$ cat src/rtl/cmlk_3d_frame_pack_ctrl.sv
// Frame sequencer: one header word, then LINES x PIX_PER_LINE 16-bit samples packed two per 32-bit word.
// Sample-to-word latency 1 clk; a stalled output word holds din_rdy low and is kept stable.
module cmlk_3d_frame_pack_ctrl #(
   parameter int          PIX_PER_LINE = 640,
   parameter int          LINES        = 480,
   parameter logic [15:0] HDR_TAG      = 16'hC3D0
) (
   input  logic        clk,
   input  logic        rst_n,
   input  logic        start,
   input  logic [15:0] din,
   input  logic        din_vld,
   output logic        din_rdy,
   output logic [31:0] m_data,
   output logic        m_valid,
   input  logic        m_ready,
   output logic        m_last,
   output logic        busy,
   output logic [15:0] frame_cnt,
   output logic        err_drop
);

   localparam logic [11:0] PIX_MAX  = 12'(PIX_PER_LINE - 1);
   localparam logic [11:0] LINE_MAX = 12'(LINES - 1);

   typedef enum logic [1:0] {
      ST_IDLE = 2'd0,
      ST_HDR  = 2'd1,
      ST_DATA = 2'd2
   } state_t;

   state_t      r_state;
   state_t      w_state_nxt;

   logic [11:0] r_pix;
   logic [11:0] r_line;
   logic [15:0] r_half;
   logic [31:0] r_data;
   logic        r_valid;
   logic        r_last;
   logic [15:0] r_frame_cnt;
   logic        r_err_drop;

   logic        w_din_rdy;
   logic        w_arm;
   logic        w_fin;
   logic        w_acc;
   logic        w_pix_end;
   logic        w_line_end;
   logic        w_emit;

   always_ff @(posedge clk) begin
      if (!rst_n) begin
         r_state <= ST_IDLE;
      end else begin
         r_state <= w_state_nxt;
      end
   end

   always_comb begin
      w_state_nxt = r_state;
      w_din_rdy   = 1'b0;
      w_arm       = 1'b0;
      w_fin       = 1'b0;
      case (r_state)
         ST_IDLE: begin
            if (start) begin
               w_arm       = 1'b1;
               w_state_nxt = ST_HDR;
            end
         end
         ST_HDR: begin
            if (r_valid && m_ready) begin
               w_state_nxt = ST_DATA;
            end
         end
         ST_DATA: begin
            // Once the frame's last word is loaded, no further samples belong to this frame.
            w_din_rdy = ~r_last & (~r_valid | m_ready);
            if (r_valid && r_last && m_ready) begin
               w_fin       = 1'b1;
               w_state_nxt = ST_IDLE;
            end
         end
         default: begin
            w_state_nxt = ST_IDLE;
         end
      endcase
   end

   assign w_acc      = din_vld & w_din_rdy;
   assign w_pix_end  = (r_pix == PIX_MAX);
   assign w_line_end = (r_line == LINE_MAX);
   // Odd samples complete a word; a line ending on an even sample flushes a padded word.
   assign w_emit     = w_acc & (r_pix[0] | w_pix_end);

   always_ff @(posedge clk) begin
      if (!rst_n) begin
         r_pix       <= 12'd0;
         r_line      <= 12'd0;
         r_half      <= 16'h0000;
         r_data      <= 32'h0000_0000;
         r_valid     <= 1'b0;
         r_last      <= 1'b0;
         r_frame_cnt <= 16'h0000;
         r_err_drop  <= 1'b0;
      end else begin
         if (w_arm) begin
            r_data  <= {HDR_TAG, r_frame_cnt};
            r_valid <= 1'b1;
            r_last  <= 1'b0;
            r_pix   <= 12'd0;
            r_line  <= 12'd0;
            r_half  <= 16'h0000;
         end else begin
            if (w_emit) begin
               r_data  <= r_pix[0] ? {r_half, din} : {r_half | din, 16'h0000};
               r_valid <= 1'b1;
               r_last  <= w_pix_end & w_line_end;
            end else if (r_valid && m_ready) begin
               r_valid <= 1'b0;
               r_last  <= 1'b0;
            end
            if (w_acc) begin
               if (w_pix_end) begin
                  r_pix  <= 12'd0;
                  r_line <= w_line_end ? 12'd0 : r_line + 12'd1;
               end else begin
                  r_pix  <= r_pix + 12'd1;
               end
               r_half <= w_emit ? 16'h0000 : din;
            end
         end

         if (w_fin) begin
            r_frame_cnt <= r_frame_cnt + 16'd1;
         end

         if (w_arm) begin
            r_err_drop <= 1'b0;
         end else if (r_state == ST_IDLE && din_vld) begin
            r_err_drop <= 1'b1;
         end
      end
   end

   assign din_rdy   = w_din_rdy;
   assign m_data    = r_data;
   assign m_valid   = r_valid;
   assign m_last    = r_last;
   assign busy      = (r_state != ST_IDLE);
   assign frame_cnt = r_frame_cnt;
   assign err_drop  = r_err_drop;

endmodule
$ cat config.mk
export PLATFORM = sky130hd
export DESIGN_NAME = cmlk_3d_frame_pack_ctrl
export DESIGN_NICKNAME = d
export VERILOG_FILES = /design/src/rtl/cmlk_3d_frame_pack_ctrl.sv
export SDC_FILE = /design/constraint.sdc
export NUM_CORES = 1
export LEC_CHECK = 0
export BUFFER_PORTS_ARGS = -buffer_cell sky130_fd_sc_hd__buf_4
export CAP_MARGIN = 20
export CORE_UTILIZATION = 40
export CTS_CLUSTER_DIAMETER = 200
export DETAILED_ROUTE_END_ITERATION = 8
export PLACE_DENSITY = 0.61
export SETUP_SLACK_MARGIN = 0.2
export SYNTH_ARGS = -nofsm -noshare
export SYNTH_HDL_FRONTEND = slang
export SYNTH_SLANG_ARGS = --single-unit
$ cat constraint.sdc
create_clock -name clk -period 2 [get_ports clk]
set_input_delay 0 -clock clk [delete_from_list [all_inputs] [get_ports clk]]
set_output_delay 0 -clock clk [all_outputs]
set_load 0.02 [all_outputs]
==> results of run 1 <==
==> synth_stat cells, drive strengths merged <==
cell type | instances | area (um^2)
a21oi | 50 | 250
nand3 | 29 | 145
nor2 | 67 | 251
ha | 3 | 37.5
a32oi | 1 | 8.76
and3 | 6 | 37.5
inv | 6 | 22.5
xnor2 | 11 | 96.3
nand4 | 12 | 81.3
nand2 | 34 | 128
nor3 | 15 | 80.1
or3b | 2 | 17.5
a211oi | 17 | 128
o21ai | 30 | 150
or4 | 3 | 22.5
nor4 | 6 | 65.1
dfxtp | 93 | 1860
nand4b | 1 | 8.76
buf | 3 | 17.5
nand2b | 3 | 18.8
o31ai | 1 | 7.51
a41oi | 2 | 17.5
and4 | 4 | 36.3
or4b | 1 | 10.0
a221oi | 16 | 140
xor2 | 13 | 114
or3 | 10 | 67.6
nor2b | 3 | 18.8
clkbuf | 30 | 114
a31oi | 2 | 12.5
and2 | 4 | 25.0
==> worst max path at each step <==
stage	end	slack, ns	cells past startpoint
global route	r_line[5]	-0.02	5
global placement	r_line[5]	-0.03	6
detailed placement	r_line[9]	-0.10	6
floorplan	r_line[5]	-0.05	8
CTS	r_line[9]	0.06	5
finish	r_line[5]	0.03	6
==> layer usage <==
layer / global-route usage / vias up / part of all wire
met5: 0 / - / 0
met4: 0.105 / 0 / 0.018
met3: 0.0315 / 17 / 0.048
met2: 0.328 / 98 / 0.47
met1: 0.314 / 1884 / 0.47
li1: - / 1954 / -
==> final cells by class <==
type	instances	area, um^2	share of cell area
well taps	133	166	0.0292
flip-flops and latches	93	1890	0.332
inverters	6	22.5	0.00395
clock inverters	4	31.3	0.00549
clock buffers	12	155	0.0272
repair buffers	140	1180	0.207
multi-input cells	347	2250	0.395
==> sequential cells by signal (all words and copies together), names as in the netlist <==
name       flops
r_state        2
r_pix         12
frame_cnt     16
m_data        32
m_valid        1
r_line        12
r_half        16
err_drop       1
m_last         1
==> layout by cell type, fill, tap and decap left out, types with 8 or more instances in the layout <==
cell and instances:
xor2_1 13, dfxtp_2 9, a21oi_2 8, a221oi_2 13, buf_4 110, dfxtp_1 79
nand2_1 33, a211oi_1 14, dlygate4sd3_1 20, o21ai_0 24, nor2_1 66, clkbuf_8 11
nor3_1 14, a21oi_1 42, xnor2_1 11, nand3_1 28, nand4_1 11
==> worst reg2reg max path, delay by kind of cell (launching register included) <==
family | cells | cell delay, ns
AOI/OAI and AO/OA | 1 | 0.12
adders and majority gates | 1 | 0.18
and+or+nand+nor | 4 | 1.27
DFF | 1 | 0.35
==> where the power goes <==
group | total [mW] | internal, mW | switching (mW) | leakage (nW)
logic | 0.407 | 0.184 | 0.222 | 1.27
clock network | 1.21 | 0.525 | 0.684 | 0.0852
registers | 1.92 | 1.89 | 0.0337 | 0.763
total | 3.54 | 2.60 | 0.940 | 2.11
==> per-stage QoR <==
stage	power, mW	cells	instance area, um^2
3_5_place_dp	2.33	689	5010
5_1_grt	3.66	735	5700
3_3_place_gp	2.32	689	5010
4_1_cts	3.55	729	5490
6_report	3.54	735	5700
2_1_floorplan	2.15	478	4120
==> cells by family after synthesis <==
logic type,after synthesis,share of synthesized area
AOI/OAI and AO/OA,119,0.179
and+or+nand+nor,200,0.254
buffers and inverters,39,0.0386
adders and majority gates,3,0.00941
DFF,93,0.466
xor gates and xnor gates,24,0.0527
==> repair_timing <==
action / 4_1_cts / 5_1_grt
hold buffers: 20 / 0
hold endpoints to repair: 31 / 0
pin swaps: 5 / 7
resized for setup: 18 / 39
setup buffers: 3 / 5
gates cloned: 1 / 1
setup endpoints to repair: 63 / 47
==> results.yml, run 1 <==
power:
  peakVddDrop_mv: 0.290
  power.density_nw_per_um2: 621
  power.leakage_nw: 2.11
global_route:
  grt_pass1_wl_um: 17600
  antenna_found_initial: 0
  grt.overflow.total: 0
  grt_use_total: 0.220
  grt_pass1_vias: 3615
  grt_max_degree: 33
clocking:
  htreeDepth: 3
  cts_tree: "built"
  cts_sinks: 93
  cts_root_buffer: "clkbuf_8"
  clk_latency_ns: 0.37
  cts_buffers: 9
  path_clk_slew_ns: 0.10
  clockBufferDepth: 2
routing:
  ant_nets: 0
  drt_pre_antenna_iters: 4
  vias: 3953
  remaining_drc_errors: 0
  via_per_inst: 5.38
  wl_um: 11400
  drtIter0Drc: 214
  wire_per_inst_um: 15.6
worst_hold_path:
  holdCritPathClass: "input port to flip-flop"
  hold_end: "m_data[6]"
  min_from: "din[6]"
  min_path_cells: 4
sta:
  hold_ws_ns: 0.445
  skew_ns: 0.0139
  fmax_mhz: 509
  final.setup.tns_ns: 0
  period_needed_ns: 1.97
  fin_ws_ns: 0.0345
  worst_slew_pin_slew_ns: 0.535
  hold_viol: 0
  rsz0062_at_grt: "yes"
  max-slew-margin-rel: 0.643
  maxSlewViolCount: 0
  period_share: 0.983
  setup_viol: 0
placed_design:
  post-place-ws_ns: -0.104
  gp_congestion: 0.928
  dp_hpwl_um: 7540
  portBuffers: 73
final_layout:
  n_antenna_cell: 0
  nets: 621
  drive_above_1_share: 0.339
  fin_util: 0.586
  final.fill_count: 922
  area_growth_pct: 42.8
die:
  initial_core_util: 0.410
  row_count: 36
  core_area_um2: 9730
  io_pins: 74
  dieArea_um2: 10400
  die_h_um: 102
  dieWidth_um: 102
critical_path:
  end_kind: "flip-flop"
  cp_slowest_cell: "or4_4"
  crit_path_start_kind: "flip-flop"
  critPathTopFamily: "simple AND/OR/NAND/NOR gates"
  cp.required_ns: 2.30
  worst-path-buf-inv: 0
  arrival_ns: 2.27
  reg2reg_from: "r_pix[1]"
  r2r_slack_ns: 0.03
  crit_fanout: 5
  critPathKind: "flip-flop to flip-flop"
  crit_path_cell_trace: "ha_2 -> and4_4 -> nand4_4 -> or3_4 -> or4_4 -> a21oi_2"
  r2r_cells: 6
  setup.worst_path.start: "r_pix[1]"
  r2r-end: "r_line[5]"
  max_stage_delay_ns: 0.50
outcome:
  outcome: "complete, no violations"
logic_synthesis:
  syn_nets: 502
  syn_avg_cell_area_um2: 8.35
  synth_seq_cells: 93
  ys_types: 41
  synth-seq-area-share: 0.466
  synth_warnings: 0
  syn_inst: 478
  synth_area_um2: 3990
run:
  max_cap_violations: 0
(Power assumes the default switching activity.)
==> run 2: changes to the inputs <==
ABC_AREA = 1   (was unset)
CAP_MARGIN = unset   (was 20)
PLACE_DENSITY = 0.6   (was 0.61)
REMOVE_ABC_BUFFERS = 1   (was unset)
==> run 2 against run 1 <==
Net effect: final cell count rose by 23%; critical endpoint is now m_data[28]; wire length rose by 8.2%; synthesized cell count rose by 42%; critical path type unchanged.
==> results.yml, run 2 <==
die:
  io_pins: 74
  die_h_um: 109
  row_count: 38
  dieArea_um2: 11800
  core_area_um2: 10900
  dieWidth_um: 109
  initial_core_util: 0.415
placed_design:
  dp_hpwl_um: 8870
  post-place-ws_ns: 0.0839
  portBuffers: 73
  place_inst: 878
  gp_congestion: 0.840
clocking:
  cts_buffers: 9
  path_clk_slew_ns: 0.06
  cts_root_buffer: "clkbuf_16"
  cts_sinks: 93
  clockBufferDepth: 2
  cts_tree: "built"
  htreeDepth: 3
  clk_latency_ns: 0.34
routing:
  drt_pre_antenna_iters: 5
  via_per_inst: 5.03
  ant_nets: 0
  drtIter0Drc: 237
  vias: 4556
  remaining_drc_errors: 0
  wl_um: 12400
  wire_per_inst_um: 13.7
sta:
  fmax_mhz: 594
  skew_ns: 0.00813
  period_needed_ns: 1.68
  maxSlewViolCount: 0
  setup_viol: 0
  fin_ws_ns: 0.317
  rsz0062_at_grt: "yes"
  period_share: 0.841
  worst_slew_pin_slew_ns: 0.700
  hold_viol: 0
  max-slew-margin-rel: 0.533
critical_path:
  end_kind: "flip-flop"
  crit_fanout: 21
  worst-path-buf-inv: 1
  cp_slowest_cell: "dfxtp_1"
  crit_path_cell_trace: "nand2_1 -> nor2_1 -> nand3_4 -> nand2_2 -> nand2_2 -> buf_6 -> o21ai_0 -> nor2_1"
  arrival_ns: 1.92
  max_stage_delay_ns: 0.43
  reg2reg_from: "r_pix[5]"
  critPathKind: "flip-flop to flip-flop"
  setup.worst_path.start: "r_pix[5]"
  crit_path_start_kind: "flip-flop"
  critPathTopFamily: "simple AND/OR/NAND/NOR gates"
  cp.required_ns: 2.24
final_layout:
  area_growth_pct: 25.0
  largest_reg_flops: 32
  layout_common_cells: "172 x nand2_1, 95 x nor2_1, 93 x dfxtp_1, 91 x buf_4, 72 x inv_1"
  finish.cell_count_without_fillers: 905
  drive_above_1_share: 0.173
  final.fill_count: 1106
  n_antenna_cell: 0
  layout_commonest_cell: "nand2_1"
  nets: 784
power:
  peakVddDrop_mv: 0.336
  power.density_nw_per_um2: 694
  clkPwrFrac: 0.442
  finalPower_mw: 3.94
  power.leakage_nw: 2.38
  seqPwrFrac: 0.479
  p_switching_mw: 0.939
  intPower_mw: 3.00
  power_switching_share: 0.238
  combPwrFrac: 0.079
logic_synthesis:
  synth-seq-area-share: 0.410
  synth_warnings: 0
  synth_seq_cells: 93
  synthArstFlopShare: 0
  ys.flop_type: "dfxtp_1"
  yosysTopAreaCell: "dfxtp_1"
  syn_inst: 677
  synth_most_common_cell: "nand2_1"
  ys_types: 35
  netlist_top_cells_area: "dfxtp_1 41%, nand2_1 14%, nor2_1 7.9%"
  synth_edf_count: 0
  synth_area_um2: 4540
  synth_top_area_share: 0.410
  ys_top_cells_by_count: "172 x nand2_1, 96 x nor2_1, 93 x dfxtp_1"
  syn_avg_cell_area_um2: 6.71
run:
  max_cap_violations: 0
global_route:
  grt_use_total: 0.218
  grt.overflow.total: 0
  grt_pass1_wl_um: 20100
  antenna_found_initial: 0
  grt_pass1_vias: 4064
  grt_max_degree: 31
worst_hold_path:
  holdCritPathClass: "input port to flip-flop"
  min_from: "din[2]"
outcome:
  outcome: "complete, no violations"
[run 2: cell types whose count changed in the layout (fill, tap and decap cells not counted), sizes merged, moves of 7 or more]
cell         delta
a211oi         -16
a21oi           +9
a221oi         -16
buf            -24
dlygate4sd3    -14
inv            +69
nand2         +142
nand3          +20
nand4          +12
nor2           +34
or3            -11
xnor2          -10
xor2            -7
[run 2: timing repair]
action | 4_1_cts | 5_1_grt
gates resized for setup | 0 | 8
pin swaps | 1 | 2
endpoints found under the setup margin | 18 | 54
endpoints found under the hold margin | 8 | 0
buffers inserted | 2 | 3
hold buffers | 6 | 0
[run 2: final timing paths]
kind | to | slack (ns) | depth (start not counted)
setup / recovery | m_data[28] | 0.32 | 8
hold / removal | m_data[18] | 0.0005 | 3
setup reg to reg | m_data[28] | 0.32 | 8
hold reg to reg | err_drop | 0.47 | 2
[run 2: final cells by class]
type / count / area (um^2) / area share
Multi-Input combinational cell: 479 / 2250 / 0.397
Sequential cell: 93 / 1860 / 0.328
Timing Repair Buffer: 101 / 797 / 0.140
Inverter: 76 / 292 / 0.0513
Clock buffer: 11 / 243 / 0.0427
Tap cell: 140 / 175 / 0.0308
Clock inverter: 5 / 58.8 / 0.0104
[run 2: worst reg2reg max path, cell delays in order, from the launching register on]
cell and delay (ns):
dfxtp_1 0.43, nand2_1 0.13, nor2_1 0.23, nand3_4 0.15, nand2_2 0.11, nand2_2 0.08, buf_6 0.19, o21ai_0 0.19
nor2_1 0.06
[run 2: per-stage QoR]
stage / utilization / cell area [um^2] / setup TNS [ns] / hold slack (ns)
6_report: 0.519 / 5680 / 0 / 0.000544
5_1_grt: 0.519 / 5680 / 0 / 0.0198
4_1_cts: 0.514 / 5630 / 0 / 0.00366
3_5_place_dp: 0.480 / 5250 / 0 / 0.313
3_3_place_gp: 0.480 / 5250 / 0 / 0.312
2_1_floorplan: - / 4390 / -9.26 / 0.120
[run 2: cells by family (layout without fill, tap and decap cells)]
kind of cell | after synthesis | count (layout) | synth area share
simple gates | 375 | 375 | 0.363
buf+inv | 105 | 193 | 0.0978
flops | 93 | 93 | 0.410
fa+ha+maj | 3 | 3 | 0.00826
compound gates | 94 | 94 | 0.107
xor+xnor | 7 | 7 | 0.0135
[run 2: power by group through the flow]
stage | sequential, mW | combinational, mW | clock, mW
finish | 1.89 | 0.312 | 1.74
global route | 1.89 | 0.342 | 1.86
CTS | 1.89 | 0.310 | 1.78
detailed placement | 1.93 | 0.300 | 0
global placement | 1.93 | 0.298 | 0
floorplan | 1.95 | 0.121 | 0
[run 2: metal layers]
| layer | global-route usage | vias to the layer above | part of all wire | routed length (um) |
|---|---|---|---|---|
| li1 | - | 2341 | - | - |
| met1 | 0.301 | 2079 | 0.48 | 5910 |
| met2 | 0.344 | 123 | 0.45 | 5630 |
| met3 | 0.0332 | 13 | 0.056 | 689 |
| met4 | 0.0782 | 0 | 0.012 | 148 |
| met5 | 0 | - | 0 | 0 |
